### config.mk
export PLATFORM = sky130hd
export DESIGN_NAME = lease_scheduler
export DESIGN_NICKNAME = d
export VERILOG_FILES = /design/src/rtl/lease_scheduler.sv
export SDC_FILE = /design/constraint.sdc
export NUM_CORES = 1
export LEC_CHECK = 0
export CORE_ASPECT_RATIO = 1.5
export CORE_UTILIZATION = 37
export CTS_CLUSTER_SIZE = 30
export DETAILED_ROUTE_END_ITERATION = 10
export SETUP_SLACK_MARGIN = 0.1
export SYNTH_ARGS = -nofsm -noshare
export SYNTH_HDL_FRONTEND = slang
export SYNTH_SLANG_ARGS = --single-unit
### constraint.sdc
create_clock -name clk -period 6.15 [get_ports clk]
set_input_delay 0.615 -clock clk [delete_from_list [all_inputs] [get_ports clk]]
set_output_delay 0.615 -clock clk [all_outputs]
set_load 0.005 [all_outputs]
### src/rtl/lease_scheduler.sv
// Time-division lease scheduler: alternates fixed-length leases of one shared resource between two
// domains, each lease followed by a fixed scrub window. All outputs decode from registers only.
module lease_scheduler #(
    parameter int unsigned LEASE_W      = 8,
    parameter int unsigned SCRUB_CYCLES = 2
) (
    input  logic               clk,
    input  logic               reset,
    input  logic               en_i,
    input  logic               cfg_we_i,
    input  logic [LEASE_W-1:0] cfg_len0_i,
    input  logic [LEASE_W-1:0] cfg_len1_i,
    output logic               grant0_o,
    output logic               grant1_o,
    output logic               owner_o,
    output logic [LEASE_W-1:0] remaining_o,
    output logic               expire_o,
    output logic               scrub_o,
    output logic               busy_o
);

    typedef enum logic [1:0] {StIdle, StLease, StScrub} state_e;

    localparam logic [3:0] ScrubLast = 4'(SCRUB_CYCLES - 1);

    state_e             state_q, state_d;
    logic               owner_q, owner_d;
    logic [LEASE_W-1:0] cnt_q, cnt_d;
    logic [3:0]         scnt_q, scnt_d;
    logic [LEASE_W-1:0] pend0_q, pend0_d;
    logic [LEASE_W-1:0] pend1_q, pend1_d;

    logic               pick_valid;
    logic               pick_dom;
    logic [LEASE_W-1:0] pick_len;
    logic [LEASE_W-1:0] pend_other;
    logic [LEASE_W-1:0] pend_self;

    // Prefer the other domain, fall back to the current owner, else nobody.
    always_comb begin
        pend_other = owner_q ? pend0_q : pend1_q;
        pend_self  = owner_q ? pend1_q : pend0_q;
        pick_valid = 1'b1;
        pick_dom   = ~owner_q;
        if (pend_other != '0) begin
            pick_dom = ~owner_q;
        end else if (pend_self != '0) begin
            pick_dom = owner_q;
        end else begin
            pick_valid = 1'b0;
        end
        pick_len = pick_dom ? pend1_q : pend0_q;
    end

    always_comb begin
        state_d = state_q;
        owner_d = owner_q;
        cnt_d   = cnt_q;
        scnt_d  = scnt_q;
        pend0_d = cfg_we_i ? cfg_len0_i : pend0_q;
        pend1_d = cfg_we_i ? cfg_len1_i : pend1_q;
        unique case (state_q)
            StIdle: begin
                if (en_i && pick_valid) begin
                    state_d = StLease;
                    owner_d = pick_dom;
                    cnt_d   = pick_len - LEASE_W'(1);
                end
            end
            StLease: begin
                if (cnt_q != '0) begin
                    cnt_d = cnt_q - LEASE_W'(1);
                end else begin
                    state_d = StScrub;
                    scnt_d  = ScrubLast;
                end
            end
            StScrub: begin
                if (scnt_q != 4'd0) begin
                    scnt_d = scnt_q - 4'd1;
                end else if (en_i && pick_valid) begin
                    state_d = StLease;
                    owner_d = pick_dom;
                    cnt_d   = pick_len - LEASE_W'(1);
                end else begin
                    state_d = StIdle;
                end
            end
            default: state_d = StIdle;
        endcase
    end

    always_ff @(posedge clk) begin
        if (reset) begin
            state_q <= StIdle;
            owner_q <= 1'b1;
            cnt_q   <= '0;
            scnt_q  <= 4'd0;
            pend0_q <= '0;
            pend1_q <= '0;
        end else begin
            state_q <= state_d;
            owner_q <= owner_d;
            cnt_q   <= cnt_d;
            scnt_q  <= scnt_d;
            pend0_q <= pend0_d;
            pend1_q <= pend1_d;
        end
    end

    assign grant0_o    = (state_q == StLease) && !owner_q;
    assign grant1_o    = (state_q == StLease) && owner_q;
    assign owner_o     = owner_q;
    assign remaining_o = (state_q == StLease) ? cnt_q : '0;
    assign expire_o    = (state_q == StLease) && (cnt_q == '0);
    assign scrub_o     = (state_q == StScrub);
    assign busy_o      = (state_q != StIdle);

endmodule

==> results of run 1 <==
## cell usage after synthesis (2+ instances only)
cell,count,area (um^2)
a31o_2,2,17.5
a2111oi_0,2,17.5
buf_1,2,7.51
a211oi_1,4,30.0
and2_1,10,62.6
a311oi_1,3,26.3
xor2_1,3,26.3
or2_2,3,18.8
nor2b_1,3,18.8
o21ai_1,2,10.0
dfxtp_1,31,621
a21oi_1,6,30.0
o2bb2ai_1,2,17.5
or3_1,3,18.8
a31oi_1,3,18.8
nand3_1,2,10.0
o211ai_1,2,15.0
nor2_1,32,120
nand2_1,10,37.5
inv_1,7,26.3
clkbuf_1,8,30.0
mux2i_1,18,180
ha_1,2,25.0
nor4_1,7,43.8
o21ai_0,7,35.0
nor3_1,5,25.0
nand2b_1,2,12.5
and3_1,2,12.5
a221oi_1,2,17.5
## sequential cells by signal, summed over array words and instances, names as in the netlist
register	flops
cnt_q	8
pend0_q	8
pend1_q	8
scnt_q	4
state_q	2
owner_o	1
## area by class of cell
type | count | area (um^2)
Fill cell | 408 | 2170
Clock inverter | 1 | 5.00
Inverter | 7 | 26.3
Tap cell | 46 | 57.6
Timing Repair Buffer | 36 | 353
Multi-Input combinational cell | 151 | 971
Clock buffer | 7 | 76.3
Sequential cell | 31 | 621
## worst paths after layout
path / slack (ps) / end / from
worst max-delay path: 3130 / cnt_q[4] / pend1_q[2]
worst min-delay path: 500 / scnt_q[0] / scnt_q[0]
worst max register to register: 3130 / cnt_q[4] / pend1_q[2]
worst min register to register: 500 / scnt_q[0] / scnt_q[0]
## stage by stage
stage	area [um^2]	setup WS [ps]	utilization, %	power [mW]	hold slack, ps
3_3_place_gp	2030	3230	47.4	0.424	493
3_5_place_dp	2030	3130	47.4	0.424	494
2_1_floorplan	1660	3710	-	0.362	460
6_report	2110	3130	49.3	0.570	502
5_1_grt	2110	2920	49.3	0.608	556
4_1_cts	2110	3130	49.3	0.577	506
## cell families after synthesis
| group | share of synthesized area, % |
|---|---|
| adders and majority gates | 1.51 |
| buffers and inverters | 4.14 |
| xor gates and xnor gates | 1.58 |
| DFF | 37.4 |
| and+or+nand+nor | 25.0 |
| AOI/OAI and AO/OA | 19.5 |
| muxes | 10.9 |
## report_power, final
part / internal, mW / switching (mW)
Clock: 0.0792 / 0.0716
Sequential: 0.222 / 0.0215
Combinational: 0.0868 / 0.0889
Total: 0.388 / 0.182
## routing by layer
| metal | share of wire [%] | vias up | global-route usage (%) |
|---|---|---|---|
| met5 | 0 | - | 0 |
| li1 | - | 785 | - |
| met2 | 52 | 33 | 30.6 |
| met3 | 3.5 | 5 | 3.72 |
| met4 | 1.7 | 0 | 7.50 |
| met1 | 42 | 708 | 21.5 |
==> metrics.txt, run 1 <==
result of the run finished, violations left; violated checks DRC; Post-Syn Nets 222; setup repair bufs after CTS 0; core region area 0.00428 mm^2; Area Overhead vs Synth 27.1%; actual slew at the worst max-slew pin around 930 ps; CP Launch Type flip-flop; Iteration-0 DRC Markers 47; RSZ-0062 raised after global routing no; Mapped Avg Cell Area between 8 and 9 um^2; number of diodes 0; placed cell count 271; cts bufs inserted 5; root buffer cell clkbuf_8; register area share after synthesis 37.4%; largest net degree at the start of global routing 33; PortBufs 33; f_max 332 MHz; DR vias/cell around 5.5; row cnt 29; Detailed Place HPWL 2.90 mm; CP bufs+invs 1; insertion delay to the later sink of the worst-skew pair about 280 ps; I/O Pins 34; max_slew headroom 37.7%; width of the die 56.7 um; max cap viols 0; DRC 2; Reg clk slew, reported paths 60 ps; CP arrival 3170 ps; ratio of cells with drive above 1 in the final layout 8.15%; global-route wire length before repair 6.64 mm; Routed WL per cell roughly 14 um; Max stage delay on crit path 420 ps; Required @ worst endpoint 6300 ps; die area around 0.0048 mm^2; PD cells 270 mW/mm^2; Worst setup EP type flip-flop; max-slew violations 0; crit share post-route 49.0%; setup total negative slack 0 ps; most frequent cells in the layout clkdlybuf4s50_1, nor2_1, dfxtp_1; Fin. Hold Viols 0; Layout Cells excl Fill 279; critical path class flip-flop to flip-flop; final wirelength 3.92 mm; CP Max Fanout 7; largest buffer count on any clock path 2; post-CTS sizing 0; CP Depth 10; Reg2Reg Depth 10; Initial Utilization 38.8%; final setup vio count 0; Worst Clk Skew 4.41 ps; Worst path slowest cell nor4_1; Static Leak between 0.8 and 0.9 nW; gr ovfl total 0; cell class contributing the biggest share of worst-path delay compound AO/OA/AOI/OAI gates; cell area after synthesis 0.00166 mm^2; CTS Hold Bufs 0; Layout Nets 254; Seq cells post-synth 31; async set or reset register ratio after synthesis 0%; CTS tree built; die height roughly 84 um; H-tree depth 2; number of warnings issued by yosys 0; min cycle time layout between 3000 and 4000 ps; Top FF cell, synth dfxtp_1; CP Cell Sequence nor4_1, a21o_1, nand2_1, a31oi_1, ha_1, inv_1, a311oi_1, o21ai_1, mux2i_1, a2111oi_0; ANT nets after route 0; Post-synth EDFFs 0; Hold Crit Depth 1; vias in the first global route 1398; Unique masters post-synth 44; most common cell after layout, fill and taps aside clkdlybuf4s50_1; Total Routing Usage GR between 10% and 20%; antenna violations before repair 0; vias post-DR approximately 1.5k; clk sinks 31; first drt pass iteration count 7; cell count after synthesis 200; Hold Crit Class flip-flop to flip-flop; GP Congestion 0.807; peak supply drop 0.129 mV
(Power assumes the default switching activity.)
==> run 2, diff against run 1 <==
clock period = 3.1 ns   (was 6.15 ns; I/O delays follow)
==> run 2 against run 1 <==
Net effect:
- the run still ends with DRC left
- clock skew increased by 0.66 ps
- routed wire length is 4.0% higher
- core utilization is 1.3 points higher
- setup slack worse by 2700 ps
- fmax grew 12%
- cell count up 1.1%
- critical path type unchanged
- largest power group unchanged
==> metrics.txt, run 2 (synthesis results as in run 1) <==
result of the run finished, violations left; violated checks DRC; antenna violations before repair 0 (unchanged); Hold Crit Class flip-flop to flip-flop; Iteration-0 DRC Markers 43 (-8.5%); Detailed Place HPWL 3.05 mm (+4.9%); ratio of cells with drive above 1 in the final layout 11.4% (+3.3 points); ANT nets after route 0 (unchanged); final setup vio count 0 (unchanged); row cnt 29 (unchanged); Required @ worst endpoint 3290 ps (-3010 ps); f_max 370 MHz (+12%); CP arrival 2890 ps (-280 ps); DRC 2 (unchanged); Core Util, Final 50.6% (+1.3 points); final setup margin 401 ps (-2730 ps); Largest regs cnt_q (8), pend0_q (8), pend1_q (8); layout filler cell count 425 (+4.2%); I/O Pins 34 (unchanged); cell class contributing the biggest share of worst-path delay simple AND/OR/NAND/NOR gates; actual slew at the worst max-slew pin 941 ps (+9.53 ps); cts bufs inserted 5 (unchanged); most common cell after layout, fill and taps aside clkdlybuf4s50_1; global-route wire length before repair 7.00 mm (+5.5%); CP Cell Sequence or4_1, o211ai_1, o21ai_1, mux2i_1, a31oi_1, or3_1, a311oi_1; Worst Clk Skew 5.06 ps (+0.658 ps); CTS tree built; PortBufs 33 (unchanged); peak supply drop 0.321 mV (+150%); largest net degree at the start of global routing 33 (unchanged); Layout Nets 258 (+1.6%); Total Routing Usage GR 18.9% (+0.92 points); critical path class flip-flop to flip-flop; clk sinks 31 (unchanged); crit share post-route 87.1% (+38 points); Worst path slowest cell or4_1; H-tree depth 2 (unchanged); Worst setup EP type flip-flop; max-slew violations 0 (unchanged); r2r startpoint pend1_q[6]; RSZ-0062 raised after global routing no; Hold Crit Depth 2 (+1); die height 84.0 um (unchanged); Layout Cells excl Fill 282 (+1.1%); Area Overhead vs Synth 30.4%; final wirelength 4.07 mm (+4.0%); setup total negative slack 0 ps (unchanged); first drt pass iteration count 7 (unchanged); PD cells 541 mW/mm^2 (+100%); max_slew headroom 37.1% (-0.64 points); insertion delay to the later sink of the worst-skew pair 290 ps (about the same); Routed WL per cell 14.4 um (+2.9%); number of diodes 0 (unchanged); max cap viols 0 (unchanged); die area 0.00476 mm^2 (unchanged); largest buffer count on any clock path 2 (unchanged); CP Max Fanout 5 (-2); GP Congestion 0.881 (+9.2%); Initial Utilization 38.8% (unchanged); most frequent cells in the layout clkdlybuf4s50_1, nor2_1, dfxtp_1; Placement Setup Slack 355 ps (-2780 ps); placed cell count 274 (+1.1%); min cycle time layout 2700 ps (-316 ps); core region area 0.00428 mm^2 (unchanged); vias post-DR 1563 (+2.1%); Fin. Hold Viols 0 (unchanged); Hold Path Origin cnt_q[0]; gr ovfl total 0 (unchanged); CP Launch Type flip-flop; vias in the first global route 1511 (+8.1%); root buffer cell clkbuf_8; width of the die 56.7 um (unchanged); R2R Setup Slk 400 ps (-2730 ps); CP bufs+invs 0 (-1); Reg clk slew, reported paths 60 ps (about the same); FF-to-FF End cnt_q[6]; Worst Hold Endpoint cnt_q[0]; DR vias/cell 5.54 (+1.0%); Reg2Reg Depth 7 (-3); Static Leak 0.882 nW (+3.1%); Max stage delay on crit path 610 ps (+190 ps)
==> run 2: worst reg2reg max path, delay by kind of cell (launching register included) <==
family | cells | cell delay [ps]
AO/OA/AOI/OAI | 4 | 960
flip-flops | 1 | 340
multiplexers | 1 | 300
AND/OR/NAND/NOR | 2 | 1010
==> run 2: final cells by class <==
type / count / area (um^2) / share of cell area (%)
Tap cell: 46 / 57.6 / 2.66
Clock inverter: 1 / 5.00 / 0.231
Sequential cell: 31 / 621 / 28.7
Clock buffer: 6 / 82.6 / 3.82
Multi-Input combinational cell: 151 / 990 / 45.7
Inverter: 7 / 26.3 / 1.21
Timing Repair Buffer: 40 / 383 / 17.7
==> run 2: per-layer routing <==
layer	up-vias	wire length, um	global-route usage (%)
li1	791	-	-
met1	731	1770	20.8
met2	33	2100	33.4
met3	8	103	4.03
met4	0	99	9.55
met5	-	0	0
==> run 2: worst max-delay path by stage <==
stage	end	cells after the start	slack [ps]	startpoint
detailed placement	cnt_q[6]	10	350	pend1_q[2]
global placement	cnt_q[6]	10	460	pend1_q[6]
CTS	cnt_q[6]	10	300	pend1_q[2]
floorplan	cnt_q[6]	10	660	pend1_q[2]
global route	cnt_q[6]	7	200	pend1_q[6]
finish	cnt_q[6]	7	400	pend1_q[6]
==> run 2: metrics by stage <==
step	hold slack [ps]	total power [mW]	area, um^2
3_3_place_gp	496	0.854	2050
3_5_place_dp	499	0.855	2050
6_report	516	1.17	2160
5_1_grt	541	1.25	2160
4_1_cts	514	1.18	2140
2_1_floorplan	393	0.718	1660
==> run 2: timing repair <==
item                                    in CTS  in global routing
setup buffers                                0                  1
endpoints found under the hold margin        0                  0
hold buffers                                 0                  0
resized for setup                            0                  3
endpoints found under the setup margin       0                  2
==> run 2: report_power, final <==
group | leakage (nW) | switching (mW) | total, mW | internal [mW]
registers | 0.256 | 0.0446 | 0.486 | 0.441
clock network | 0.0470 | 0.146 | 0.319 | 0.174
logic | 0.579 | 0.182 | 0.365 | 0.182
total | 0.882 | 0.373 | 1.17 | 0.797
